===== config.mk =====
export PLATFORM = sky130hd
export DESIGN_NAME = id_ex_stage
export DESIGN_NICKNAME = d
export VERILOG_FILES = /design/src/rtl/id_ex_stage.sv
export SDC_FILE = /design/constraint.sdc
export NUM_CORES = 1
export LEC_CHECK = 0
export ABC_AREA = 0
export CAP_MARGIN = 25
export CORE_AREA = 2 2 141 143
export DETAILED_ROUTE_END_ITERATION = 7
export DIE_AREA = 0 0 143 145
export PLACE_DENSITY_LB_ADDON = 0.3
export SLEW_MARGIN = 10
export SYNTH_ARGS = -nofsm -noshare
export SYNTH_HDL_FRONTEND = slang
export SYNTH_SLANG_ARGS = --single-unit
export TNS_END_PERCENT = 30

===== constraint.sdc =====
create_clock -name clk -period 3.6 [get_ports clk]
set_input_delay 0.72 -clock clk [delete_from_list [all_inputs] [get_ports clk]]
set_output_delay 0.72 -clock clk [all_outputs]
set_load 0.1 [all_outputs]

===== src/rtl/id_ex_stage.sv =====
// ID/EX pipeline register with load-use hazard detection, flush-driven bubble
// insertion and saturating stall/flush event counters.
module id_ex_stage #(
  parameter int XLEN  = 32,
  parameter int CNT_W = 16
) (
  input  logic             clk,
  input  logic             rst,
  input  logic             id_valid,
  input  logic [6:0]       id_opcode,
  input  logic             id_branch,
  input  logic             id_MemRead,
  input  logic             id_MemtoReg,
  input  logic             id_MemWrite,
  input  logic             id_ALUSrc1,
  input  logic             id_ALUSrc2,
  input  logic             id_RegWrite,
  input  logic             id_jump,
  input  logic [2:0]       id_ALUOp,
  input  logic [XLEN-1:0]  id_pc,
  input  logic [XLEN-1:0]  id_rs1_data,
  input  logic [XLEN-1:0]  id_rs2_data,
  input  logic [XLEN-1:0]  id_imm,
  input  logic [4:0]       id_rs1,
  input  logic [4:0]       id_rs2,
  input  logic [4:0]       id_rd,
  input  logic [2:0]       id_funct3,
  input  logic             id_funct7b5,
  input  logic             flush,
  output logic             stall,
  output logic             ex_valid,
  output logic             ex_branch,
  output logic             ex_MemRead,
  output logic             ex_MemtoReg,
  output logic             ex_MemWrite,
  output logic             ex_ALUSrc1,
  output logic             ex_ALUSrc2,
  output logic             ex_RegWrite,
  output logic             ex_jump,
  output logic [2:0]       ex_ALUOp,
  output logic [XLEN-1:0]  ex_pc,
  output logic [XLEN-1:0]  ex_rs1_data,
  output logic [XLEN-1:0]  ex_rs2_data,
  output logic [XLEN-1:0]  ex_imm,
  output logic [4:0]       ex_rs1,
  output logic [4:0]       ex_rs2,
  output logic [4:0]       ex_rd,
  output logic [2:0]       ex_funct3,
  output logic             ex_funct7b5,
  output logic [CNT_W-1:0] stall_cnt,
  output logic [CNT_W-1:0] flush_cnt
);

  localparam logic [6:0] OP_LUI    = 7'b0110111;
  localparam logic [6:0] OP_AUIPC  = 7'b0010111;
  localparam logic [6:0] OP_JAL    = 7'b1101111;
  localparam logic [6:0] OP_RTYPE  = 7'b0110011;
  localparam logic [6:0] OP_STORE  = 7'b0100011;
  localparam logic [6:0] OP_BRANCH = 7'b1100011;

  logic       uses_rs1;
  logic       uses_rs2;
  logic       hazard;
  logic       bubble;
  logic [7:0] id_ctrl;
  logic [7:0] ex_ctrl;

  assign uses_rs1 = !((id_opcode == OP_LUI) || (id_opcode == OP_AUIPC) || (id_opcode == OP_JAL));
  assign uses_rs2 = (id_opcode == OP_RTYPE) || (id_opcode == OP_STORE) || (id_opcode == OP_BRANCH);

  assign hazard = id_valid && ex_valid && ex_MemRead && (ex_rd != 5'd0) &&
                  ((uses_rs1 && (ex_rd == id_rs1)) || (uses_rs2 && (ex_rd == id_rs2)));
  assign stall  = hazard && !flush;

  // Flush, stall and an empty ID slot all collapse the control bundle to zero.
  assign bubble  = flush || stall || !id_valid;
  assign id_ctrl = {id_branch, id_MemRead, id_MemtoReg, id_MemWrite,
                    id_ALUSrc1, id_ALUSrc2, id_RegWrite, id_jump};

  assign {ex_branch, ex_MemRead, ex_MemtoReg, ex_MemWrite,
          ex_ALUSrc1, ex_ALUSrc2, ex_RegWrite, ex_jump} = ex_ctrl;

  always_ff @(posedge clk) begin
    if (!rst) begin
      ex_valid    <= 1'b0;
      ex_ctrl     <= '0;
      ex_ALUOp    <= 3'b000;
      ex_pc       <= '0;
      ex_rs1_data <= '0;
      ex_rs2_data <= '0;
      ex_imm      <= '0;
      ex_rs1      <= '0;
      ex_rs2      <= '0;
      ex_rd       <= '0;
      ex_funct3   <= '0;
      ex_funct7b5 <= 1'b0;
      stall_cnt   <= '0;
      flush_cnt   <= '0;
    end else begin
      ex_valid    <= !bubble;
      ex_ctrl     <= bubble ? 8'd0 : id_ctrl;
      ex_ALUOp    <= bubble ? 3'b000 : id_ALUOp;
      ex_pc       <= id_pc;
      ex_rs1_data <= id_rs1_data;
      ex_rs2_data <= id_rs2_data;
      ex_imm      <= id_imm;
      ex_rs1      <= id_rs1;
      ex_rs2      <= id_rs2;
      ex_rd       <= id_rd;
      ex_funct3   <= id_funct3;
      ex_funct7b5 <= id_funct7b5;
      if (flush && !(&flush_cnt))
        flush_cnt <= flush_cnt + CNT_W'(1);
      if (stall && !(&stall_cnt))
        stall_cnt <= stall_cnt + CNT_W'(1);
    end
  end

endmodule


* Word-level counts from Yosys, hierarchy flattened
Cells that the tools add are included.
** Word-level totals
- Bits in registers :: 191
- Latch bits :: 0
- RAM bits :: 0
- ROM bits :: 0
- Input port bits :: 169
- Logic and storage cells :: 51
- Memories kept :: 0
** Cells by class
- $add $sub $neg :: 2
- Multipliers :: 0
- Divide/modulo/power cells :: 0
- $lt $le $gt $ge :: 0
- Equality and inequality tests :: 8
- Shift-type cells :: 0
- Multiplexer cells :: 0
- Bitwise logic cells :: 1
- Reduce and logical (&&, ||, !) cells :: 26
** Operators with widths (count)
- $add 16x1->16 const B :: 2
- $reduce_and 16->1 :: 2
- $eq 7x6->1 const B :: 3
- $eq 7x7->1 const B :: 2
- $eq 5x5->1 :: 2
- $logic_and 1x1->1 :: 9
- $eq 7x5->1 const B :: 1
- $logic_or 1x1->1 :: 7
- $logic_not 1->1 :: 6
- $reduce_bool 5->1 :: 1
- $reduce_or 2->1 :: 1
- $not 1->1 :: 1

* Longest topological paths before layout
- Depth after elaboration :: 11
- Mapped depth :: 9
- Depth with buffers taken out :: 7

* Worst setup path before layout
Ideal clock, no wire load.
- Kind :: reg2out
- From :: register ex_rd[1]
- To :: output stall
- Data arrival time :: 2.669 ns
- Data required time :: 2.880 ns
- Path slack :: 0.211 ns
- Cell stages (with the launch flop) :: 5
- Buffers on the path :: 0
- Cell sequence :: dfxtp_1 > or4_1 > o2111ai_1 > or4_1 > a21oi_4
** On the way
- Cells in the longest elaborated chain, start to end :: 5
** Ends and longest elaborated chain
- start: declaration :: RTL line 47 : output logic [4:0] ex_rd,
- start signal: assignment :: RTL line 109 : ex_rd <= id_rd;
- $eq 5x5->1 :: RTL line 72 : ((uses_rs1 && (ex_rd == id_rs1)) || (uses_rs2 && (ex_rd == id_rs2)));
- $logic_and 1x1->1 :: RTL line 72
- $logic_or 1x1->1 :: RTL line 72
- $logic_and 1x1->1 (*) :: RTL line 71 : assign hazard = id_valid && ex_valid && ex_MemRead && (ex_rd != 5'd0) &&
- $logic_and 1x1->1 (*) :: RTL line 73 : assign stall = hazard && !flush;
- end: declaration :: RTL line 30 : output logic stall,
Every way passes the cells marked *; elsewhere a longest branch is shown, timed or not.

* Worst setup path in the final report
- From :: input id_opcode[5]
- To :: output stall
** On the way
- Cells in the longest elaborated chain, start to end :: 8
** Ends and longest elaborated chain
- start: declaration :: RTL line 10 : input logic [6:0] id_opcode,
- $eq 7x6->1 / $eq 7x5->1 (equally long branches) :: RTL line 68 : assign uses_rs1 = !((id_opcode == OP_LUI) || (id_opcode == OP_AUIPC) || (id_opcode == OP_JAL));
- $logic_or 1x1->1 (2 in a row) :: RTL line 68
- $logic_not 1->1 :: RTL line 68
- $logic_and 1x1->1 :: RTL line 72
- $logic_or 1x1->1 (*) :: RTL line 72
- $logic_and 1x1->1 (*) :: RTL line 71
- $logic_and 1x1->1 (*) :: RTL line 73
Marked as above.

==> summary.md <==
| Metric | Value |
|---|---|
| Core box area | `0.0192 mm^2` |
| Drt wl/cell | `16.2 um` |
| Clock Sinks | `~190` |
| Syn_nets | `710` |
| Leak | `0.00403 uW` |
| Clk buf depth | `2` |
| Setup TNS | `0 ns` |
| Cells after Synth | `about 540` |
| PD cells | `roughly 510 mW/mm^2` |
| RSZ-0062 raised after global routing | `false` |
| Pre-CTS setup slack | `between 0.2 and 0.3 ns` |
| Post-route cell area | `0.0105 mm^2` |
| Ant diodes | `0` |
| Hold Path Class | `reg2reg` |
| Critical Path RT | `2.88 ns` |
| Synth top area cells | `dfxtp_1 64%, and2_1 17%, xor2_1 2.0%, xnor2_1 1.9%, nand3_1 1.4%` |
| HPWL after DPL | `14600 um` |
| Hold_ws | `0.501 ns` |
| # setup viols final | `0` |
| Post_cts resized | `0` |
| CP Capture Type | `primary output` |
| First drt pass iteration count | `4` |
| Via count | `between 4000 and 5000` |
| DIE WIDTH | `~140 um` |
| Post-synthesis sequential area ratio | `63.9%` |
| Via density | `4.21` |
| Routed Antenna Nets | `0` |
| Initial antenna violation count | `0` |
| Synth area leader | `dfxtp_1` |
| Period utilization | `92.1%` |
| Slowest-stage cell, CP | `clkdlybuf4s50_1` |
| Yosys top cell area share | `63.9%` |
| Final Worst Setup Slack | `~0.29 ns` |
| Clk slew on worst S/H paths | `0.07 ns` |
| Worst Tran Pin Value | `1.06 ns` |
| GPL Wtd Cong | `0.780` |
| Mapped Area | `0.00598 mm^2` |
| Synth Area per Inst | `~11 um^2` |
| I/O Buffers | `360` |
| Critical path arrival | `2.59 ns` |
| Yosys reg bits | `191` |
| CTS tree | `built` |
| Chip height | `145 um` |
| Area grow syn2layout | `74.8%` |
| Total Power Consumption | `between 5000 and 6000 uW` |
| Fill cells | `1672` |
| Slew Limit Fails | `0` |
| Rows | `between 50 and 60` |
| Worst-skew pair later-pin latency | `0.42 ns` |
| Ys Warns | `0` |
| Initial Util | `just over 30%` |
| Final hold violations | `0` |
| Grt total ovfl | `0` |
| Setup Skew | `0.0125 ns` |
| Slowest cell delay on critical path | `0.48 ns` |
| Clk root buf | `clkbuf_16` |
| Hold buffers post-CTS | `0` |
| Post-layout minimum cycle time | `3.31 ns` |
| Setup Fix Bufs, Post-CTS | `0` |
| Area post-placement | `0.00986 mm^2` |
| Vias in the first global route | `~5000` |
| Total track usage | `between 10% and 20%` |
| First-pass GRT wire length | `28200 um` |
| Post-synth cell types | `39` |
| Maximum VDD drop | `~340 uV` |
| DRC | `0` |
| I/O pin count | `361` |
| Die area | `0.0207 mm^2` |
| Outcome | `complete, no violations` |
| Worst path cell trace | `clkdlybuf4s50_1 > or3b_1 > nor4_2 > nand3_1 > a21oi_4 > buf_12` |
| CTS Buf Count | `17` |
| Worst Setup Start Kind | `input port` |
| Initial detailed-routing violation count | `163` |
| Routed WL | `about 19000 um` |
| Pin count of the biggest net entering global routing | `101` |
| Layout cells sized above 1 | `5.06%` |
| CTS H-tree depth | `4` |
| Worst slew margin | `29.4%` |
| Layout net count | `between 1000 and 1500` |
| Maxcap violations | `0` |
| CP Max Fanout | `7` |
| Worst Path Class, Setup | `in2out` |
| Max Clk Rate | `0.302 GHz` |
==> Yosys cell counts (all sizes together) <==
cell	count
a31oi	3
clkbuf	21
o2111ai	1
nor4	4
or3b	1
a21oi	12
a311oi	1
a2111oi	1
a211oi	1
nor4bb	1
nand2b	1
or3	5
o2111a	1
buf	4
and3	11
and4	4
nor2	17
or4	6
xor2	14
xnor2	13
nand4	7
ha	2
nand3	17
o21ai	7
inv	5
and2	167
dfxtp	191
nand2	10
a21boi	1
nor3	2
o31ai	4
o211a	1
mux2i	1
a41oi	2
==> where the power goes <==
| group | internal, uW | leakage, uW | total, uW | switching, uW |
|---|---|---|---|---|
| combinational | 360 | 0.00216 | 1180 | 817 |
| sequential | 2210 | 0.00158 | 2240 | 31.3 |
| clock | 1100 | 0.000287 | 1940 | 839 |
| total | 3670 | 0.00403 | 5360 | 1690 |
==> critical path, delay by kind of cell <==
| family | cells | cell delay, ns |
|---|---|---|
| buf+inv | 2 | 0.69 |
| simple gates | 3 | 0.89 |
| compound gates | 1 | 0.30 |
==> through the flow <==
stage | cells | util, %
final | 1174 | 54.5
after global routing | 1174 | 54.5
after CTS | 1174 | 54.5
after detailed placement | 1144 | 51.3
after global placement | 1144 | 51.3
after floorplan | 539 | -
==> layout by cell type, fill, tap and decap left out, types with 3 or more instances in the layout <==
cell               n
a21oi_1           11
a31oi_1            3
and2_1           167
and3_1            11
and4_1             4
buf_4             10
bufinv_16          3
clkbuf_16         17
clkdlybuf4s50_1  354
clkinvlp_4         3
dfxtp_1          191
inv_1              5
inv_6              4
nand2_1           10
nand3_1           17
nand4_1            7
nor2_1            17
nor4_2             3
o21ai_0            6
o31ai_1            4
or3_1              5
or4_1              6
xnor2_1           13
xor2_1            14
==> flip-flops by register name, indices dropped and copies added, names as in the netlist <==
name / flops
ex_funct3: 3
flush_cnt: 16
ex_pc: 32
ex_funct7b5: 1
stall_cnt: 16
ex_rs1_data: 32
ex_imm: 32
ex_rs2_data: 32
ex_valid: 1
ex_ALUOp: 3
ex_rs1: 5
ex_ctrl: 8
ex_rd: 5
ex_rs2: 5
==> cell families after synthesis <==
kind of cell,synth area share (%)
XOR/XNOR,3.95
multiplexers,0.167
buffers and inverters,2.05
AO/OA/AOI/OAI,3.99
flip-flops,63.9
adder cells (fa/ha/maj),0.418
AND/OR/NAND/NOR,25.5
==> cell type report <==
class | count | area [um^2] | share of cell area, %
timing repair buffer | 365 | 3640 | 34.8
multi-input combinational | 318 | 2040 | 19.5
clock inverter | 13 | 180 | 1.72
tap | 265 | 332 | 3.17
sequential | 191 | 3820 | 36.5
inverter | 5 | 18.8 | 0.179
clock buffer | 17 | 425 | 4.07
==> layer usage <==
metal / share of wire (%) / vias to the layer above / global-route usage, %
met3: 11 / 28 / 9.80
met1: 38 / 2235 / 18.5
li1: - / 2475 / -
met2: 49 / 208 / 31.5
met5: 0 / - / 0
met4: 2.3 / 0 / 6.34
==> path summary, 6_finish.rpt <==
check	slack [ns]	from	endpoint	cells after the start
max	0.29	id_opcode[5]	stall	6
min	0.50	stall_cnt[9]$_SDFFE_PN0P_	stall_cnt[9]$_SDFFE_PN0P_	2
max reg2reg	1.39	stall_cnt[0]$_SDFFE_PN0P_	stall_cnt[7]$_SDFFE_PN0P_	7
min reg2reg	0.50	stall_cnt[9]$_SDFFE_PN0P_	stall_cnt[9]$_SDFFE_PN0P_	2
Note: power is estimated with default switching activity, not from simulation.
